## config.mk

```make
export PLATFORM = sky130hd
export DESIGN_NAME = jtframe_dwnld
export DESIGN_NICKNAME = d
export VERILOG_FILES = /design/src/rtl/jtframe_dwnld_pkg.sv /design/src/rtl/jtframe_fifo_sync.sv /design/src/rtl/jtframe_dwnld.sv
export SDC_FILE = /design/constraint.sdc
export NUM_CORES = 1
export LEC_CHECK = 0
export CAP_MARGIN = 20
export CELL_PAD_IN_SITES_DETAIL_PLACEMENT = 2
export CELL_PAD_IN_SITES_GLOBAL_PLACEMENT = 2
export CORE_UTILIZATION = 41
export CTS_BUF_LIST = sky130_fd_sc_hd__clkbuf_4
export DETAILED_ROUTE_END_ITERATION = 10
export PLACE_DENSITY = 0.84
export REMOVE_ABC_BUFFERS = 1
export SETUP_SLACK_MARGIN = 0.2
export SLEW_MARGIN = 15
export SYNTH_ARGS = -nofsm -noshare
export SYNTH_HDL_FRONTEND = slang
export SYNTH_HIERARCHICAL = 1
export SYNTH_SLANG_ARGS = --single-unit
```

## constraint.sdc

```tcl
create_clock -name clk -period 2.9 [get_ports clk]
set_input_delay 0.58 -clock clk [delete_from_list [all_inputs] [get_ports clk]]
set_output_delay 0.58 -clock clk [all_outputs]
set_load 0.005 [all_outputs]
```

## src/rtl/jtframe_dwnld_pkg.sv

```systemverilog
// Shared types for the ROM download path: session states and buffered byte entries.
package jtframe_dwnld_pkg;

    localparam int unsigned ADDR_W = 22;
    localparam int unsigned DATA_W = 8;
    localparam logic [ADDR_W-1:0] CNT_MAX = 22'h3F_FFFF;

    typedef enum logic [1:0] {
        IDLE  = 2'd0,
        LOAD  = 2'd1,
        DRAIN = 2'd2
    } state_e;

    typedef struct packed {
        logic [ADDR_W-1:0] addr;
        logic [DATA_W-1:0] data;
    } fifo_entry_t;

endpackage

```

## src/rtl/jtframe_fifo_sync.sv

```systemverilog
// Register-based synchronous FIFO; pushes into a full FIFO are dropped even when a pop coincides.
module jtframe_fifo_sync
    import jtframe_dwnld_pkg::*;
#(
    parameter int unsigned AW = 2
) (
    input  logic        clk,
    input  logic        rst_n,
    input  logic        i_push,
    input  fifo_entry_t i_din,
    input  logic        i_pop,
    output fifo_entry_t o_head,
    output logic        o_empty,
    output logic        o_full
);

    localparam int unsigned DEPTH = 1 << AW;
    localparam int unsigned CW    = AW + 1;

    fifo_entry_t     r_mem [DEPTH];
    logic [AW-1:0]   r_wr_ptr;
    logic [AW-1:0]   r_rd_ptr;
    logic [CW-1:0]   r_count;
    logic            w_push;
    logic            w_pop;

    assign w_push  = i_push & ~o_full;
    assign w_pop   = i_pop & ~o_empty;
    assign o_empty = (r_count == '0);
    assign o_full  = (r_count == CW'(DEPTH));
    assign o_head  = r_mem[r_rd_ptr];

    always_ff @(posedge clk or negedge rst_n) begin
        if (!rst_n) begin
            r_wr_ptr <= '0;
            r_rd_ptr <= '0;
            r_count  <= '0;
        end else begin
            if (w_push) r_wr_ptr <= r_wr_ptr + AW'(1);
            if (w_pop)  r_rd_ptr <= r_rd_ptr + AW'(1);
            case ({w_push, w_pop})
                2'b10:   r_count <= r_count + CW'(1);
                2'b01:   r_count <= r_count - CW'(1);
                default: r_count <= r_count;
            endcase
        end
    end

    // Storage needs no reset: the empty flag masks stale entries.
    always_ff @(posedge clk) begin
        if (w_push) r_mem[r_wr_ptr] <= i_din;
    end

endmodule

```

## src/rtl/jtframe_dwnld.sv

```systemverilog
// Buffers ioctl ROM bytes and replays them as masked byte writes to the SDRAM programming port.
module jtframe_dwnld
    import jtframe_dwnld_pkg::*;
#(
    parameter int unsigned FIFO_AW = 2,
    parameter logic        SWAB    = 1'b0,
    parameter logic [21:0] ROM_END = 22'h3F_FFFF
) (
    input  logic        clk,
    input  logic        rst_n,
    input  logic        downloading,
    input  logic [21:0] ioctl_addr,
    input  logic [7:0]  ioctl_data,
    input  logic        ioctl_wr,
    output logic [21:0] prog_addr,
    output logic [7:0]  prog_data,
    output logic [1:0]  prog_mask,
    output logic        prog_we,
    input  logic        prog_rdy,
    output logic        dwnld_done,
    output logic        overflow,
    output logic [21:0] byte_cnt
);

    state_e      r_state;
    logic        r_dl_q;
    logic        r_done;
    logic        r_overflow;
    logic [21:0] r_byte_cnt;

    logic        w_rise;
    logic        w_in_range;
    logic        w_accept;
    logic        w_push;
    logic        w_pop;
    logic        w_full;
    logic        w_empty;
    logic        w_lane;
    fifo_entry_t w_din;
    fifo_entry_t w_head;

    assign w_rise     = downloading & ~r_dl_q;
    assign w_in_range = 23'(ioctl_addr) <= 23'(ROM_END);
    assign w_accept   = ioctl_wr & (r_state == LOAD) & w_in_range;
    assign w_push     = w_accept & ~w_full;
    assign w_pop      = ~w_empty & prog_rdy;
    assign w_din      = '{addr: ioctl_addr, data: ioctl_data};

    jtframe_fifo_sync #(
        .AW (FIFO_AW)
    ) u_fifo (
        .clk     (clk),
        .rst_n   (rst_n),
        .i_push  (w_push),
        .i_din   (w_din),
        .i_pop   (w_pop),
        .o_head  (w_head),
        .o_empty (w_empty),
        .o_full  (w_full)
    );

    // Head-of-queue mapping onto the 16-bit SDRAM word; idle port shows all lanes masked.
    assign w_lane     = w_head.addr[0] ^ SWAB;
    assign prog_we    = ~w_empty;
    assign prog_addr  = w_empty ? '0 : {1'b0, w_head.addr[21:1]};
    assign prog_data  = w_empty ? '0 : w_head.data;
    assign prog_mask  = w_empty ? 2'b11 : (w_lane ? 2'b01 : 2'b10);

    assign dwnld_done = r_done;
    assign overflow   = r_overflow;
    assign byte_cnt   = r_byte_cnt;

    always_ff @(posedge clk or negedge rst_n) begin
        if (!rst_n) begin
            r_state    <= IDLE;
            r_dl_q     <= 1'b0;
            r_done     <= 1'b0;
            r_overflow <= 1'b0;
            r_byte_cnt <= '0;
        end else begin
            r_dl_q <= downloading;
            r_done <= 1'b0;
            if (w_push && (r_byte_cnt != CNT_MAX)) r_byte_cnt <= r_byte_cnt + 22'd1;
            if (w_accept && w_full)                r_overflow <= 1'b1;
            case (r_state)
                IDLE: begin
                    if (w_rise) begin
                        r_state    <= LOAD;
                        r_byte_cnt <= '0;
                        r_overflow <= 1'b0;
                    end
                end
                LOAD: begin
                    if (!downloading) r_state <= DRAIN;
                end
                DRAIN: begin
                    // A restarted session keeps whatever is still queued.
                    if (w_rise) begin
                        r_state    <= LOAD;
                        r_byte_cnt <= '0;
                        r_overflow <= 1'b0;
                    end else if (w_empty) begin
                        r_state <= IDLE;
                        r_done  <= 1'b1;
                    end
                end
                default: r_state <= IDLE;
            endcase
        end
    end

endmodule

```

==> flow_summary.toml <==
[critical_path]
cp.required_ps = 2320
slowest_stage = "dfrtp_4"
crit_end = "prog_addr[9]"
cp_top_family = "flip-flops"
cp_num_cells = 5
endpoint_kind = "primary output"
critPathLaunch = "u_fifo/r_rd_ptr[0]$_DFFE_PN0P_"
worstPathArrival_ps = 2260
r2r_slack_ps = 320
path_cells = "buf_6, buf_12, mux4_2, nor2b_1, buf_2"
critPathLaunchType = "flop"
r2r-start = "u_fifo/r_count[0]$_DFFE_PN0P_"
r2r_end = "u_fifo/r_count[2]$_DFFE_PN0P_"
critPathKind = "flop to primary output"
r2r_cells = 11
crit_buf_inv = 3
critical_path.max_fanout = 7
cpPeakStageDelay_ps = 580

[synthesis]
synth_common_cells = "120 x edfxtp_1, 34 x dfrtp_1, 31 x nor2b_1, 28 x mux4_2, 15 x nand2_1"
ys.flop_type = "edfxtp_1"
syn_inst = 379
synth_compound_area_share_pct = 3.01
synthXorXnorAreaFrac_pct = 1.63
yosys.cell_count.top_type = "edfxtp_1"
ys_seq_area_share_pct = 69.1
synthDominantCellAreaShare_pct = 55.9
synthTopCellsByArea = "edfxtp_1 56%, dfrtp_1 13%, mux4_2 9.8%"
synth-seq-cells = 154
synthMuxAreaShare_pct = 11.4
yosysTopAreaCell = "edfxtp_1"
synth-simple-area-share_pct = 10.7
yosysWarnings = 6
yosysUniqueCellTypes = 52
syn_area_um2 = 6450
yosys.area_share.adder_pct = 1.47
synth_edf_count = 120
async_flop_share_pct = 22.1
syn_avg_cell_area_um2 = 17.0
synth_top_family_by_area = "multiplexers"

[global_routing]
grt_pass1_wl_um = 26600
overflow = 0
grt_max_degree = 35
antenna_found_initial = 0
grt_pass1_vias = 4512
grt_use_total_pct = 22.8

[timing]
drv_slew = 0
slew_headroom_pct = 64.6
hold_viol = 0
finalClockSkew_ps = 21.8
whs_ps = 416
period_share_pct = 98.0
min_period_ps = 2840
tightest_slew_ps = 528
setup_violations = 0
rsz0062_at_grt = "yes"
max_freq_mhz = 352
final.setup.tns_ps = 0
worst_slack_ps = 57.9

[floorplanning]
core_um2 = 15300
placementRows = 45
dieArea_um2 = 16200
die_w_um = 127
ios = 92
start_util_pct = 42.3
die_y_um = 127

[final_layout]
final_cell_count_no_fill = 743
syn_to_final_growth_pct = 28.3
antennaDiodeCount = 0
final_net_count = 561
nFillCells = 1359
drive_above_1_share_pct = 32.7
stdcell_area_um2 = 8270

[clock_tree]
cts.sinks = 154
cts_root_buf = "clkbuf_4"
h-tree-depth = 4
cts_tree = "yes"
numCtsBuffers = 17
clk_pin_slew_ps = 160
clkLatencyLatePin_ps = 570
clk_path_buf_depth = 2

[route]
wirelength_um = 17900
ant_nets = 0
vias_per_cell = 5.32
first_iter_violations = 201
routedWlPerCell_um = 24.1
drc = 0
first_pass_iters = 4
vias = 3956

[placed_design]
post-place-ws_ps = 246
place_area_um2 = 7690
io_buffers = 90
gp_congestion = 0.790
dp_cells = 681
dp_hpwl_um = 10900

[run_status]
outcome = "completed"

[power_and_ir_drop]
peakVddDrop_v = 0.000429
power_density_nw_per_um2 = 813
p_leak_nw = 3.03

[job]
drv_cap = 0

[hold_path]
hold_class = "input pin to async pin"
## worst min-delay path by stage
stage	from	slack [ps]	endpoint	cells after the start
2_1_floorplan	rst_n	280	byte_cnt[0]$_DFF_PN0_	0
3_3_place_gp	overflow$_DFF_PN0_	500	overflow$_DFF_PN0_	2
3_5_place_dp	u_fifo/r_count[2]$_DFFE_PN0P_	540	u_fifo/r_count[2]$_DFFE_PN0P_	1
4_1_cts	rst_n	390	byte_cnt[11]$_DFF_PN0_	2
5_1_grt	rst_n	410	u_fifo/r_rd_ptr[0]$_DFFE_PN0P_	2
6_report	rst_n	420	u_fifo/r_rd_ptr[0]$_DFFE_PN0P_	2
## power by group
group          switching, mW  internal (mW)
Sequential             0.160           2.56
Combinational           1.15           1.56
Clock                  0.915          0.392
## state kept, by name, summed over array words and instances (netlist names)
signal	cells
r_state	2
u_fifo/r_mem	120
u_fifo/r_count	3
byte_cnt	22
u_fifo/r_rd_ptr	2
dwnld_done	1
overflow	1
u_fifo/r_wr_ptr	2
r_dl_q	1
## worst reg2reg max path, cell delays in order, from the launching register on
cell and delay, ps:
dfrtp_2 490, nor3b_4 220, nand4bb_2 220, inv_1 110, nor2b_2 180, inv_1 60, ha_1 230, inv_1 100
fa_1 410, xor2_1 170, nor2_1 150, xor2_1 190
## through the flow
step | total power, mW | util (%)
CTS | 6.54 | 53.6
floorplan | 3.75 | -
detailed placement | 4.96 | 50.4
finish | 6.73 | 54.2
global route | 7.04 | 54.2
global placement | 4.84 | 50.4
## metal layers
metal | track usage, % | share of wire [%]
met5 | 0 | 0
met4 | 7.14 | 1.6
met3 | 5.36 | 4.4
met2 | 42.1 | 55
met1 | 25.9 | 39
## placed cells by master, fill, tap and decap left out, types with 6 or more instances in the layout
master	n
dfrtp_1	31
buf_6	25
xnor2_1	9
buf_2	25
a21oi_1	10
mux4_2	30
edfxtp_1	120
inv_6	7
nor2b_1	19
nor2b_4	11
clkbuf_4	17
or3_1	6
buf_4	18
inv_1	10
buf_12	7
nand3_1	12
nor2_1	12
clkdlybuf4s50_1	59
ha_1	6
nand2_1	15
## cell families after synthesis
logic type | after synthesis
xor gates and xnor gates | 12
adders and majority gates | 7
DFF | 154
and+or+nand+nor | 115
muxes | 35
AOI/OAI and AO/OA | 30
buffers and inverters | 25
other | 1
## cell type report
type	count	area [µm²]	share of cell area, %
clock inverter	15	150	1.81
multi-input combinational	200	1920	23.3
timing repair buffer	136	1310	15.8
clock buffer	17	128	1.54
inverter	10	37.5	0.454
sequential	154	4460	53.9
tap	211	264	3.19
## what timing repair did
item,CTS,global route
buffers inserted,26,3
gates resized for setup,156,17
pin swaps,1,1
gates cloned,1,0
hold buffers,0,0
setup endpoints to repair,31,33
Power figures use the tool's default switching activity.
